<file path="src/rtl/dmau_pkg.sv">
// rtl/dmau_pkg.sv - shared types and alignment helper for the data memory access unit
package dmau_pkg;

    typedef enum logic [1:0] {
        SZ_B = 2'b00,
        SZ_H = 2'b01,
        SZ_W = 2'b10
    } mem_size_t;

    typedef enum logic [1:0] {
        IDLE  = 2'b00,
        ISSUE = 2'b01,
        WAIT  = 2'b10
    } dmau_state_t;

    // Reserved size encoding 2'b11 never passes, so it is rejected like a misaligned access.
    function automatic logic is_aligned(input logic [1:0] size, input logic [1:0] off);
        logic ok;
        case (size)
            SZ_B:    ok = 1'b1;
            SZ_H:    ok = ~off[0];
            SZ_W:    ok = (off == 2'b00);
            default: ok = 1'b0;
        endcase
        return ok;
    endfunction

endpackage

</file>
<file path="src/rtl/store_lane_align.sv">
// rtl/store_lane_align.sv - byte strobes and lane-replicated store data for one access
module store_lane_align
    import dmau_pkg::*;
(
    input  logic [1:0]  size,
    input  logic [1:0]  offset,
    input  logic [31:0] wdata,
    output logic [3:0]  wstrb,
    output logic [31:0] lane_wdata
);

    // Data is replicated across lanes so the strobes alone select the written bytes.
    always_comb begin
        wstrb      = 4'b0000;
        lane_wdata = 32'h0;
        case (size)
            SZ_B: begin
                wstrb      = 4'b0001 << offset;
                lane_wdata = {4{wdata[7:0]}};
            end
            SZ_H: begin
                wstrb      = 4'b0011 << offset;
                lane_wdata = {2{wdata[15:0]}};
            end
            SZ_W: begin
                wstrb      = 4'b1111;
                lane_wdata = wdata;
            end
            default: begin
                wstrb      = 4'b0000;
                lane_wdata = 32'h0;
            end
        endcase
    end

endmodule

</file>
<file path="src/rtl/data_mem_access_unit.sv">
// rtl/data_mem_access_unit.sv - load/store request/grant/response engine with timeout
module data_mem_access_unit
    import dmau_pkg::*;
#(
    parameter int TIMEOUT = 255,
    parameter int CNT_W   = 16
) (
    input  logic        clk,
    input  logic        rst_n,
    input  logic        req_valid,
    input  logic        req_write,
    input  logic [1:0]  req_size,
    input  logic [31:0] req_addr,
    input  logic [31:0] req_wdata,
    output logic        busy,
    output logic        done,
    output logic        misaligned,
    output logic        bus_err,
    output logic [31:0] load_word,
    output logic        mem_req,
    output logic        mem_we,
    output logic [31:0] mem_addr,
    output logic [3:0]  mem_wstrb,
    output logic [31:0] mem_wdata,
    input  logic        mem_gnt,
    input  logic        mem_rvalid,
    input  logic [31:0] mem_rdata
);

    localparam logic [CNT_W-1:0] LIMIT = CNT_W'(TIMEOUT - 1);

    dmau_state_t      state, state_nxt;
    logic [CNT_W-1:0] cnt;
    logic [1:0]       off_q;
    logic             req_ok;
    logic             at_limit;
    logic [3:0]       lane_strb;
    logic [31:0]      lane_wdata;

    assign req_ok   = is_aligned(req_size, req_addr[1:0]);
    assign at_limit = (cnt == LIMIT);
    assign busy     = (state != IDLE);

    store_lane_align u_store_lane_align (
        .size       (req_size),
        .offset     (req_addr[1:0]),
        .wdata      (req_wdata),
        .wstrb      (lane_strb),
        .lane_wdata (lane_wdata)
    );

    always_ff @(posedge clk or negedge rst_n) begin
        if (!rst_n) begin
            state <= IDLE;
        end else begin
            state <= state_nxt;
        end
    end

    // A grant or response arriving on the limit cycle takes priority over the abort.
    always_comb begin
        state_nxt = state;
        case (state)
            IDLE: begin
                if (req_valid && req_ok) state_nxt = ISSUE;
            end
            ISSUE: begin
                if (mem_gnt)       state_nxt = mem_we ? IDLE : WAIT;
                else if (at_limit) state_nxt = IDLE;
            end
            WAIT: begin
                if (mem_rvalid || at_limit) state_nxt = IDLE;
            end
            default: state_nxt = IDLE;
        endcase
    end

    always_ff @(posedge clk or negedge rst_n) begin
        if (!rst_n) begin
            done       <= 1'b0;
            misaligned <= 1'b0;
            bus_err    <= 1'b0;
            load_word  <= 32'h0;
            mem_req    <= 1'b0;
            mem_we     <= 1'b0;
            mem_addr   <= 32'h0;
            mem_wstrb  <= 4'b0000;
            mem_wdata  <= 32'h0;
            cnt        <= '0;
            off_q      <= 2'b00;
        end else begin
            done       <= 1'b0;
            misaligned <= 1'b0;
            bus_err    <= 1'b0;
            case (state)
                IDLE: begin
                    if (req_valid) begin
                        if (req_ok) begin
                            mem_req   <= 1'b1;
                            mem_we    <= req_write;
                            mem_addr  <= {req_addr[31:2], 2'b00};
                            mem_wstrb <= req_write ? lane_strb : 4'b0000;
                            mem_wdata <= lane_wdata;
                            off_q     <= req_addr[1:0];
                            cnt       <= '0;
                        end else begin
                            misaligned <= 1'b1;
                        end
                    end
                end
                ISSUE: begin
                    cnt <= cnt + 1'b1;
                    if (mem_gnt) begin
                        mem_req <= 1'b0;
                        done    <= mem_we;
                    end else if (at_limit) begin
                        mem_req <= 1'b0;
                        bus_err <= 1'b1;
                    end
                end
                WAIT: begin
                    cnt <= cnt + 1'b1;
                    if (mem_rvalid) begin
                        load_word <= mem_rdata >> {off_q, 3'b000};
                        done      <= 1'b1;
                    end else if (at_limit) begin
                        bus_err <= 1'b1;
                    end
                end
                default: begin
                    mem_req <= 1'b0;
                end
            endcase
        end
    end

endmodule
</file>
<file path="config.mk">
export PLATFORM = sky130hd
export DESIGN_NAME = data_mem_access_unit
export DESIGN_NICKNAME = d
export VERILOG_FILES = /design/src/rtl/dmau_pkg.sv /design/src/rtl/store_lane_align.sv /design/src/rtl/data_mem_access_unit.sv
export SDC_FILE = /design/constraint.sdc
export NUM_CORES = 1
export LEC_CHECK = 0
export ABC_AREA = 1
export ABC_CLOCK_PERIOD_IN_PS = 1720
export CAP_MARGIN = 20
export CORE_MARGIN = 3
export CORE_UTILIZATION = 46
export DETAILED_ROUTE_END_ITERATION = 16
export PLACE_DENSITY = 0.81
export SLEW_MARGIN = 10
export SYNTH_ARGS = -nofsm -noshare
export SYNTH_HDL_FRONTEND = slang
export SYNTH_HIERARCHICAL = 1
export SYNTH_SLANG_ARGS = --single-unit
</file>
<file path="constraint.sdc">
create_clock -name clk -period 1.72 [get_ports clk]
set_input_delay 0.258 -clock clk [delete_from_list [all_inputs] [get_ports clk]]
set_output_delay 0.258 -clock clk [all_outputs]
set_load 0.005 [all_outputs]
</file>
==> results of run 1 <==
## area by class of cell
type,count,area [µm²]
fill,1013,3580
sequential,123,3080
multi-input combinational,558,2610
timing repair buffer,239,2420
clock buffer,21,470
tap,172,215
inverter,48,180
clock inverter,11,165
## per-layer routing
layer / part of all wire [%] / up-vias / global-route usage [%]
li1: - / 2873 / -
met1: 40 / 2700 / 30.5
met2: 50 / 232 / 41.7
met3: 8.5 / 23 / 7.81
met4: 1.6 / 0 / 8.71
met5: 0 / - / 0
## how the worst min path moves through the flow
| stage | start | slack (ns) | endpoint | cells after the start |
|---|---|---|---|---|
| after floorplan | rst_n | -0.04 | bus_err | 0 |
| after global placement | rst_n | 0.17 | cnt[5] | 1 |
| after detailed placement | rst_n | 0.17 | load_word[24] | 1 |
| after CTS | rst_n | 0.27 | cnt[5] | 2 |
| after global routing | rst_n | 0.30 | load_word[16] | 2 |
| final | rst_n | 0.28 | state[1] | 2 |
## kinds of logic after synthesis
| kind of cell | after synthesis | share of synthesized area (%) |
|---|---|---|
| xor+xnor | 1 | 0.145 |
| compound gates | 70 | 8.29 |
| fa+ha+maj | 5 | 1.03 |
| mux | 16 | 2.65 |
| simple gates | 464 | 30.7 |
| flops | 123 | 50.9 |
| buf+inv | 83 | 6.23 |
| other cells | 1 | 0.0620 |
## timing repair
action | in CTS | in global routing
hold buffers | 1 | 0
endpoints found under the setup margin | 1 | 0
setup buffers | 2 | 0
hold endpoints to repair | 17 | 0
resized for setup | 5 | 0
## cell usage after synthesis (all sizes together) (5+ instances only)
cell      n
a21oi     5
buf      28
clkbuf    7
dfrtp   123
ha        5
inv      47
mux2i    16
nand2   360
nand3    38
nand4     9
nor2     46
o21ai    47
o221ai   16
or2      10
## registers in the layout, indices dropped and copies added, names as in the netlist
name	flops
misaligned	1
mem_we	1
mem_req	1
load_word	32
bus_err	1
cnt	16
off_q	2
mem_wdata	32
mem_addr	30
state	2
done	1
mem_wstrb	4
## through the flow
stage,hold WS [ns],util (%),cells
after global placement,0.170,66.6,1137
after detailed placement,0.174,66.6,1137
after floorplan,-0.0376,-,764
after CTS,0.275,71.9,1172
final,0.279,71.9,1172
after global routing,0.295,71.9,1172
## worst max-delay path: stages, from the launching register on
cell and delay [ns]:
dfrtp_1 0.38, inv_1 0.12, ha_4 0.17, inv_2 0.05
dlygate4sd2_1 0.25
## power breakdown
group          internal, mW  switching [mW]
registers              4.04           0.716
logic                  3.14            2.43
clock network          2.53            1.29
==> out/metrics.cfg, run 1 <==
[floorplan]
core-area_um2 = 12700
die_x_um = 121
fp.dieH_um = 121
num_rows = 41
ioPinCount = 210
die-area_um2 = 14600
start_util_pct = 47.6

[logic_synthesis]
async_flop_share_pct = 100
ys.flop_type = dfrtp_1
ys_ff_latch = 123
yosysWarnings = 6
yosysTopAreaCellShare_pct = 50.9
synth-seq-area-share_pct = 50.9
synthCells = 763
synth-edff-count = 0
synth_area_leaders = dfrtp_1 51%, nand2_1 22%, o221ai_2 3.5%
syn_avg_cell_area_um2 = 7.93
synth_cell_types = 29
syn_area_um2 = 6050
yosys.area.top_type = dfrtp_1

[worst_setup_path]
path_class = flop to primary output
crit_path_end = busy
worstReg2RegEnd = mem_addr[17]
rrSetupSlack_ns = 0.19
reg2reg_depth = 9
cp-start-kind = flop
crit_start = state[0]
cp-end-kind = primary output
required_ns = 1.46
r2r_start = state[0]
cp_max_fo = 4
worstPathArrival_ns = 1.40

[outcome]
status = finished, final reports clean

[cts]
cts.path.max_buffers = 2
numClockSinks = 123
tritoncts = done
cts_made_buffers = 17
path_clk_slew_ns = 0.05
root_buffer = clkbuf_16
insertion_delay_ns = 0.42
htreeDepth = 4

[grt]
antenna_found_initial = 0
grt-ovfl-total = 0
grt_max_degree = 42
grt_pass1_vias = 5650
track_usage_pct = 24.9
grt_pass1_wl_um = 28500

[job]
cap_violations = 0

[layout]
nets = 1096
final_common_cell = nand2_1
area_delta_synth_final_pct = 51.1
design_area_um2 = 9140
antenna_cells = 0
final_cell_mix = 356 x nand2_1, 205 x clkdlybuf4s50_1, 123 x dfrtp_1
drive_gt1_share_pct = 9.60

[drt]
drcViolationCount = 0
viasPerCell = 4.97
wl_um = 17800
dr.pass1.iters = 7
wire_per_inst_um = 15.1
drt-initial-drc-count = 332
ant_nets = 0
vias = 5828

[timing]
fin_crit_ns = 1.66
maxSlewHeadroom_pct = 65.4
fmax_ghz = 0.603
drv_slew = 0
rsz0062_at_grt = false
setup_viol = 0
min_period_over_period_pct = 96.3
worst_pin_slew_ns = 0.519
tns_ns = 0
setup_ws_ns = 0.0630
final-hold-violation-count = 0
skew_ns = 0.00894

[pwr]
p_per_area_nw_per_um2 = 1550
p_leak_nw = 4.46
p_total_mw = 14.1
ir_worst_vdd_v = 0.000903

[hold_path]
hp-class = primary input to asynchronous set/reset pin

[placed_design]
gp_congestion = 0.913
pre_cts_ws_ns = -0.0913
placed_cell_area_um2 = 8470
hpwl_um = 12700
place.port_buffers = 207

Power figures use the tool's default switching activity.
==> run 2, diff against run 1 <==
--- a/config.mk
+++ b/config.mk
@@ -10,8 +10,10 @@
 export CAP_MARGIN = 20
 export CORE_MARGIN = 3
 export CORE_UTILIZATION = 46
+export CTS_CLUSTER_SIZE = 30
 export DETAILED_ROUTE_END_ITERATION = 16
 export PLACE_DENSITY = 0.81
+export SKIP_CTS_REPAIR_TIMING = 1
 export SLEW_MARGIN = 10
 export SYNTH_ARGS = -nofsm -noshare
 export SYNTH_HDL_FRONTEND = slang
==> run 2 against run 1 <==
  * Fmax rose by 4.9%
  * Cell count about the same
  * First-iteration DRC count is the same
  * Global-route usage decreased by 0.050 points
  * Combinational power hardly changed
  * Highest routed layer unchanged
  * Sequential power barely moved
  * Largest power group unchanged
  * Clock skew shrank 0.0025 ns
  * Cell area hardly changed
  * Core utilization about the same
  * Wire length hardly changed
  * Non-clock buffer count fell by 1
==> out/metrics.cfg, run 2 (synthesis gave the netlist of run 1 again) <==
[floorplan]
die-area_um2 = 14600  ; unchanged
ioPinCount = 210  ; unchanged
start_util_pct = 47.6  ; unchanged
num_rows = 41  ; unchanged
fp.dieH_um = 121  ; unchanged
core-area_um2 = 12700  ; unchanged
die_x_um = 121  ; unchanged

[layout]
area_delta_synth_final_pct = 51.1  ; about the same
final_cells = 1171  ; was 1172
reg.largest.list = load_word x32, mem_wdata x32, mem_addr x30  ; unchanged
fillCellCount = 1012  ; was 1013
design_area_um2 = 9140  ; about the same
antenna_cells = 0  ; unchanged
nets = 1095  ; was 1096
drive_gt1_share_pct = 9.61  ; was 9.60%
final_cell_mix = 356 x nand2_1, 205 x clkdlybuf4s50_1, 123 x dfrtp_1  ; unchanged
final_common_cell = nand2_1  ; unchanged

[placed_design]
hpwl_um = 12700  ; unchanged
place.port_buffers = 207  ; unchanged
gp_congestion = 0.913  ; unchanged
dp.cells = 1137  ; unchanged
pre_cts_ws_ns = -0.0913  ; unchanged
placed_cell_area_um2 = 8470  ; unchanged

[timing]
final-hold-violation-count = 0  ; unchanged
tns_ns = 0  ; unchanged
setup_ws_ns = 0.140  ; was 0.0630 ns
skew_ns = 0.00640  ; was 0.00894 ns
maxSlewHeadroom_pct = 66.1  ; was 65.4%
setup_viol = 0  ; unchanged
min_period_over_period_pct = 91.8  ; was 96.3%
fmax_ghz = 0.633  ; was 0.603 GHz
drv_slew = 0  ; unchanged
rsz0062_at_grt = false  ; unchanged
fin_crit_ns = 1.58  ; was 1.66 ns
worst_pin_slew_ns = 0.508  ; was 0.519 ns

[grt]
grt_pass1_wl_um = 28500  ; about the same
grt-ovfl-total = 0  ; unchanged
grt_max_degree = 42  ; unchanged
antenna_found_initial = 0  ; unchanged
grt_pass1_vias = 5659  ; was 5650
track_usage_pct = 24.9  ; about the same

[drt]
wl_um = 17800  ; about the same
drcViolationCount = 0  ; unchanged
dr.pass1.iters = 5  ; was 7
wire_per_inst_um = 15.2  ; was 15.1 µm
viasPerCell = 4.96  ; was 4.97
vias = 5811  ; was 5828
ant_nets = 0  ; unchanged
drt-initial-drc-count = 332  ; unchanged

[pwr]
ir_worst_vdd_v = 0.000902  ; was 0.000903 V
p_leak_nw = 4.46  ; about the same
p_total_mw = 14.1  ; about the same
p_per_area_nw_per_um2 = 1550  ; about the same

[cts]
path_clk_slew_ns = 0.06  ; was 0.05 ns
htreeDepth = 4  ; unchanged
cts.path.max_buffers = 2  ; unchanged
cts_made_buffers = 17  ; unchanged
root_buffer = clkbuf_16  ; unchanged
numClockSinks = 123  ; unchanged
tritoncts = done  ; unchanged
insertion_delay_ns = 0.42  ; about the same

[hold_path]
hp-class = primary input to asynchronous set/reset pin  ; unchanged

[worst_setup_path]
max_stage_delay_ns = 0.54  ; was 0.38 ns
critical_path.cell_chain = clkdlybuf4s50_1  ; was inv_1, ha_4, inv_2, dlygate4sd2_1
cp-end-kind = primary output  ; unchanged
cp-start-kind = flop  ; unchanged
worstPathArrival_ns = 1.32  ; was 1.40 ns
critPathBufInv = 1  ; was 3
cp_slowest_cell = clkdlybuf4s50_1  ; was dfrtp_1
r2r_start = state[1]  ; was state[0]
rrSetupSlack_ns = 0.20  ; was 0.19 ns
crit_family = buffers and inverters  ; unchanged
required_ns = 1.46  ; about the same
crit_start = mem_addr[30]  ; was state[0]
cp_max_fo = 2  ; was 4
path_class = flop to primary output  ; unchanged

[job]
cap_violations = 0  ; unchanged

[outcome]
status = finished, final reports clean  ; unchanged

## run 2: metrics by stage
step / hold WS, ns / utilization [%]
2_1_floorplan: -0.0376 / -
3_3_place_gp: 0.170 / 66.6
3_5_place_dp: 0.174 / 66.6
4_1_cts: -0.277 / 71.6
5_1_grt: 0.297 / 71.8
6_report: 0.283 / 71.8
## run 2: routing by layer
metal	vias up	global-route usage (%)	wire length, µm
met5	-	0	0
met3	24	7.86	1460
met1	2702	30.3	7120
met2	216	41.7	8880
met4	0	8.50	300
li1	2869	-	-
## run 2: where the power goes
| group | switching (mW) | total (mW) | internal, mW |
|---|---|---|---|
| clock network | 1.29 | 3.82 | 2.53 |
| registers | 0.727 | 4.76 | 4.04 |
| logic | 2.42 | 5.55 | 3.13 |
## run 2: layout make-up
class | count | area, µm² | share of cell area, %
inverter | 48 | 180 | 1.97
tap | 172 | 215 | 2.35
clock inverter | 11 | 165 | 1.81
multi-input combinational | 558 | 2610 | 28.6
timing repair buffer | 238 | 2420 | 26.5
sequential | 123 | 3080 | 33.7
clock buffer | 21 | 470 | 5.15
## run 2: path summary, 6_finish.rpt
path                                 end  depth (start not counted)
max                         mem_addr[30]                          1
min                               cnt[5]                          2
max reg2reg                mem_wdata[17]                          8
min reg2reg                  mem_addr[9]                          2
max in group asynchronous  load_word[25]                          3
min in group clk            mem_addr[14]                          3
